### src/rtl/bit_sampler_deser.sv
// Mid-bit sampler and sync-word deserializer for the recovered NRZ line (clk domain, 300 MHz).
// Optional: define BIT_SAMPLER_MAJORITY_EN to vote 2-of-3 samples around mid-bit (decision one clk later).
module bit_sampler_deser #(
  parameter int                  CLK_LEN    = 16,
  parameter int                  WORD_LEN   = 8,
  parameter logic [WORD_LEN-1:0] SYNC_WORD  = 8'hD5,
  parameter int                  MAX_RUN    = 16,
  parameter int                  MIN_PERIOD = 4
) (
  input  logic                clk,
  input  logic                rst_n,
  input  logic                signal_in,
  input  logic [CLK_LEN-1:0]  bit_period,
  input  logic                data_ready,
  output logic [WORD_LEN-1:0] data_out,
  output logic                data_valid,
  output logic                locked,
  output logic                bit_strobe,
  output logic                overrun
);

  localparam int RUN_W = $clog2(MAX_RUN + 1);
  localparam int CNT_W = $clog2(WORD_LEN + 1);

  typedef enum logic {HUNT = 1'b0, DATA = 1'b1} state_t;

  state_t              state;
  logic                sync1, sync2, sync3;
  logic                line_edge;
  logic                period_ok;
  logic [CLK_LEN-1:0]  phase;
  logic [CLK_LEN-1:0]  mid;
  logic                sample_now;
  logic                sample_bit;
  logic                bit_val;
  logic [RUN_W-1:0]    run_cnt;
  logic                run_hit;
  logic [WORD_LEN-1:0] shreg;
  logic [WORD_LEN-1:0] shreg_next;
  logic [CNT_W-1:0]    bit_cnt;

  assign line_edge  = sync2 ^ sync3;
  assign period_ok  = bit_period >= CLK_LEN'(MIN_PERIOD);
  assign mid        = bit_period >> 1;
  assign shreg_next = {shreg[WORD_LEN-2:0], bit_val};

  always_ff @(posedge clk or negedge rst_n) begin
    if (!rst_n) begin
      sync1 <= 1'b0;
      sync2 <= 1'b0;
      sync3 <= 1'b0;
    end else begin
      sync1 <= signal_in;
      sync2 <= sync1;
      sync3 <= sync2;
    end
  end

  always_ff @(posedge clk or negedge rst_n) begin
    if (!rst_n)
      phase <= '0;
    else if (!period_ok || line_edge)
      phase <= '0;
    else if (phase == bit_period - CLK_LEN'(1))
      phase <= '0;
    else
      phase <= phase + CLK_LEN'(1);
  end

`ifdef BIT_SAMPLER_MAJORITY_EN
  logic s_early, s_mid;

  // The window mid-1..mid+1 is contiguous unless an edge reloads the counter, which aborts the vote.
  always_ff @(posedge clk or negedge rst_n) begin
    if (!rst_n) begin
      s_early <= 1'b0;
      s_mid   <= 1'b0;
    end else if (period_ok && !line_edge) begin
      if (phase == mid - CLK_LEN'(1)) s_early <= sync3;
      if (phase == mid)               s_mid   <= sync3;
    end
  end

  assign sample_now = period_ok && !line_edge && (phase == mid + CLK_LEN'(1));
  assign sample_bit = (s_early & s_mid) | (s_early & sync3) | (s_mid & sync3);
`else
  assign sample_now = period_ok && !line_edge && (phase == mid);
  assign sample_bit = sync3;
`endif

  always_ff @(posedge clk or negedge rst_n) begin
    if (!rst_n) begin
      bit_strobe <= 1'b0;
      bit_val    <= 1'b0;
    end else begin
      bit_strobe <= sample_now;
      if (sample_now) bit_val <= sample_bit;
    end
  end

  assign run_hit = bit_strobe && !line_edge &&
                   (run_cnt >= RUN_W'(MAX_RUN - 1));

  always_ff @(posedge clk or negedge rst_n) begin
    if (!rst_n)
      run_cnt <= '0;
    else if (line_edge)
      run_cnt <= '0;
    else if (bit_strobe && run_cnt != RUN_W'(MAX_RUN))
      run_cnt <= run_cnt + RUN_W'(1);
  end

  // The bit decided on the strobe cycle is acted on at its end, so data_valid rises one clk after the strobe.
  always_ff @(posedge clk or negedge rst_n) begin
    if (!rst_n) begin
      state      <= HUNT;
      locked     <= 1'b0;
      shreg      <= '0;
      bit_cnt    <= '0;
      data_out   <= '0;
      data_valid <= 1'b0;
      overrun    <= 1'b0;
    end else begin
      overrun <= 1'b0;
      if (data_valid && data_ready) data_valid <= 1'b0;

      if (!period_ok) begin
        state  <= HUNT;
        locked <= 1'b0;
      end else if (bit_strobe) begin
        shreg <= shreg_next;
        if (run_hit) begin
          state   <= HUNT;
          locked  <= 1'b0;
          bit_cnt <= '0;
        end else begin
          case (state)
            HUNT: begin
              if (shreg_next == SYNC_WORD) begin
                state   <= DATA;
                locked  <= 1'b1;
                bit_cnt <= '0;
              end
            end
            DATA: begin
              if (bit_cnt == CNT_W'(WORD_LEN - 1)) begin
                bit_cnt <= '0;
                if (!data_valid || data_ready) begin
                  data_out   <= shreg_next;
                  data_valid <= 1'b1;
                end else begin
                  overrun <= 1'b1;
                end
              end else begin
                bit_cnt <= bit_cnt + CNT_W'(1);
              end
            end
            default: state <= HUNT;
          endcase
        end
      end
    end
  end

endmodule

### config.mk
export PLATFORM = sky130hd
export DESIGN_NAME = bit_sampler_deser
export DESIGN_NICKNAME = d
export VERILOG_FILES = /design/src/rtl/bit_sampler_deser.sv
export SDC_FILE = /design/constraint.sdc
export NUM_CORES = 1
export LEC_CHECK = 0
export CORE_ASPECT_RATIO = 0.5
export CORE_MARGIN = 1
export CORE_UTILIZATION = 50
export CTS_CLUSTER_DIAMETER = 100
export DETAILED_ROUTE_END_ITERATION = 10
export PLACE_DENSITY = 0.7
export SLEW_MARGIN = 20
export SYNTH_ARGS = -nofsm -noshare
export SYNTH_HDL_FRONTEND = slang
export SYNTH_SLANG_ARGS = --single-unit
### constraint.sdc
create_clock -name clk -period 3.19 [get_ports clk]
set_clock_uncertainty 0.1 [all_clocks]
set_input_delay 0.638 -clock clk [delete_from_list [all_inputs] [get_ports clk]]
set_output_delay 0.638 -clock clk [all_outputs]
set_load 0.01 [all_outputs]
==> results.json <==
{
  "leakagePower_nw": 1.598,
  "avgViaCountPerCell": 5.814,
  "wl_met3_um": 237,
  "portBuffers": 31,
  "period_needed_ps": 2880,
  "drive_above_1_share_pct": 13.97,
  "placed_area_um2": 3581,
  "grt_pass1_wl_um": 11520,
  "final-setup-viol-count": 0,
  "tightestPinTransition_ps": 613.0,
  "synthCells": 315,
  "p_int_mw": 0.9986,
  "fmax_mhz": 347.3,
  "first_pass_iters": 4,
  "fin_tns_setup_ps": 0,
  "insertedDiodeCount": 0,
  "status": "completed",
  "clockPowerShare_pct": 40.8,
  "min-delay-path-class": "register to register",
  "cts_root_buffer": "clkbuf_16",
  "synth_area_um2": 3088,
  "area_growth_pct": 20.83,
  "crit_path_end_kind": "register",
  "ir_drop_uv": 270.6,
  "cp.required_ps": 3270,
  "wl_met2_um": 3350,
  "cts_inserted_buffers": 5,
  "wirelength_met1_um": 3066,
  "synthFlopType": "dfrtp_1",
  "p_per_area_nw_per_um2": 363.7,
  "via_count": 2506,
  "grt_max_degree": 50,
  "ys_seq_area_share_pct": 39.71,
  "sw_frac_of_total_pct": 26.41,
  "grt_usage_pct": 23.18,
  "final_area_um2": 3731,
  "yosys_warnings": 0,
  "die_h_um": 57.57,
  "first_iter_violations": 111,
  "cts_resized": 0,
  "rows": 19,
  "clk_pin_slew_ps": 70,
  "arrival_ps": 2960,
  "path_class": "input port to register",
  "rsz0062_at_grt": "no",
  "async_flop_share_pct": 100.0,
  "clkSinkCount": 49,
  "finalHoldViolCount": 0,
  "core_um2": 5705,
  "postCtsSetupBuffers": 0,
  "clock_latency_ps": 300,
  "yosys_register_bits": 49,
  "netSwitchingPower_mw": 0.3583,
  "wl_per_cell_um": 15.77,
  "synth_nets": 341,
  "post-route-period-util_pct": 90.27,
  "crit_path_max_fanout": 16,
  "ant_nets": 0,
  "die_w_um": 113.1,
  "antenna_found_initial": 0,
  "hpwl_um": 4986,
  "ios": 32,
  "gp_congestion": 0.8602,
  "final_nets": 383,
  "p_comb_share_pct": 11.6,
  "fill_cells": 470,
  "grt-ovfl-total": 0,
  "clockBufferDepth": 2,
  "max-cap-violations": 0,
  "cts_max_level": 2,
  "drc": 0,
  "relSlewSlack_pct": 59.13,
  "seqPwrFrac_pct": 47.6,
  "cts_tree": "done",
  "synth_edf_count": 0,
  "cp-start-kind": "input port",
  "initial_utilization_pct": 54.12,
  "dieArea_um2": 6513,
  "ys_types": 48,
  "avgSynthCellArea_um2": 9.803,
  "wirelength_um": 6798,
  "first_global_vias": 2496,
  "ctsHoldBuffers": 0,
  "top_layer_used": "met4",
  "final_max_slew_viol_count": 0
}
-- cells in the final DEF, fill, tap and decap left out, drive strengths merged, types with 4 or more instances in the layout --
cell | netlist | routed
a31oi | 4 | 4
nand2 | 34 | 34
nor3 | 6 | 6
buf | 6 | 22
clkdlybuf4s50 | 0 | 30
inv | 9 | 11
xnor2 | 27 | 27
a21oi | 21 | 21
nor2b | 5 | 5
nor4 | 10 | 10
nand4 | 9 | 9
mux2 | 17 | 17
and3 | 5 | 5
clkbuf | 11 | 5
dfrtp | 49 | 49
o21ai | 11 | 11
ha | 6 | 6
or4 | 4 | 4
nor2 | 18 | 18
xor2 | 22 | 22
nand3 | 13 | 13
-- power by group through the flow --
stage / Clock (mW) / Combinational, mW / Sequential, mW
4_1_cts: 0.569 / 0.159 / 0.645
3_3_place_gp: 0 / 0.154 / 0.657
2_1_floorplan: 0 / 0.0858 / 0.649
5_1_grt: 0.591 / 0.174 / 0.647
6_report: 0.554 / 0.157 / 0.646
3_5_place_dp: 0 / 0.158 / 0.658
-- flip-flops by register name, summed over array words and instances (netlist names) --
register / cells
bit_cnt: 4
bit_strobe: 1
bit_val: 1
data_out: 8
data_valid: 1
locked: 1
overrun: 1
phase: 16
run_cnt: 5
sample_bit: 1
shreg: 7
state: 1
sync1: 1
sync2: 1
-- routing by layer --
layer / vias to the layer above / GRT usage, %
met5: - / 0
met4: 0 / 9.211
met3: 14 / 4.995
met2: 47 / 40.58
met1: 1248 / 28.49
li1: 1197 / -
-- synthesized netlist by cell type, drive strengths merged (9+ instances only) --
master  count  area [um2]
o21ai      11       55.05
dfrtp      49        1226
nor4       10       107.6
inv         9       33.78
clkbuf     11       41.29
a21oi      21       142.6
nand4       9       56.30
xnor2      27       236.5
nand3      13       65.06
xor2       22       192.7
mux2       17       191.4
nand2      34       127.6
nor2       18       67.56
-- kinds of logic (layout without fill, tap and decap cells) --
| family | count (synthesis) | after routing | synth area share (%) |
|---|---|---|---|
| XOR/XNOR | 49 | 49 | 13.90 |
| AND/OR/NAND/NOR | 120 | 120 | 22.61 |
| multiplexers | 19 | 19 | 6.848 |
| flip-flops | 49 | 49 | 39.71 |
| buffers and inverters | 26 | 69 | 3.890 |
| adder cells (fa/ha/maj) | 6 | 6 | 2.431 |
| AO/OA/AOI/OAI | 46 | 46 | 10.62 |
-- through the flow --
step	hold WS [ps]	total power, mW	instances	worst slack (ps)	utilization (%)
after floorplan	231.2	0.7349	315	435.5	-
after global placement	237.6	0.8110	423	87.82	62.76
after detailed placement	264.3	0.8156	423	17.25	62.76
after CTS	281.6	1.374	431	310.5	65.39
after global routing	281.5	1.412	431	161.3	65.39
final	272.7	1.357	431	310.4	65.39
-- worst paths after layout --
path                                   startpoint                       to  slack (ps)  cells past startpoint
setup / recovery                    bit_period[2]       phase[0]$_DFF_PN0_         310                      8
setup reg to reg           run_cnt[0]$_DFFE_PN0P_  data_out[5]$_DFFE_PN0P_         330                     10
min in group asynchronous                   rst_n   run_cnt[3]$_DFFE_PN0P_         330                      2
hold / removal                    sync1$_DFF_PN0_          sync2$_DFF_PN0_         270                      0
hold reg to reg                   sync1$_DFF_PN0_          sync2$_DFF_PN0_         270                      0
max in group asynchronous                   rst_n       phase[4]$_DFF_PN0_        2240                      2
-- critical path, stage by stage --
cell and delay (ps):
clkdlybuf4s50_1 500, or4_4 590, nor4_4 280, mux2i_1 120, o211a_1 260, a311oi_4 270
buf_12 200, a21oi_1 80
-- area by class of cell --
type                       instances  area (um2)  area share, %
clock buffer                       5       125.1          3.353
timing repair buffer              52       488.0          13.08
inverter                           9       33.78         0.9054
tap                               73       91.34          2.448
sequential                        49        1226          32.86
clock inverter                     3       25.02         0.6707
multi-input combinational        240        1742          46.68
No activity file was read; power rests on OpenSTA's default activity.
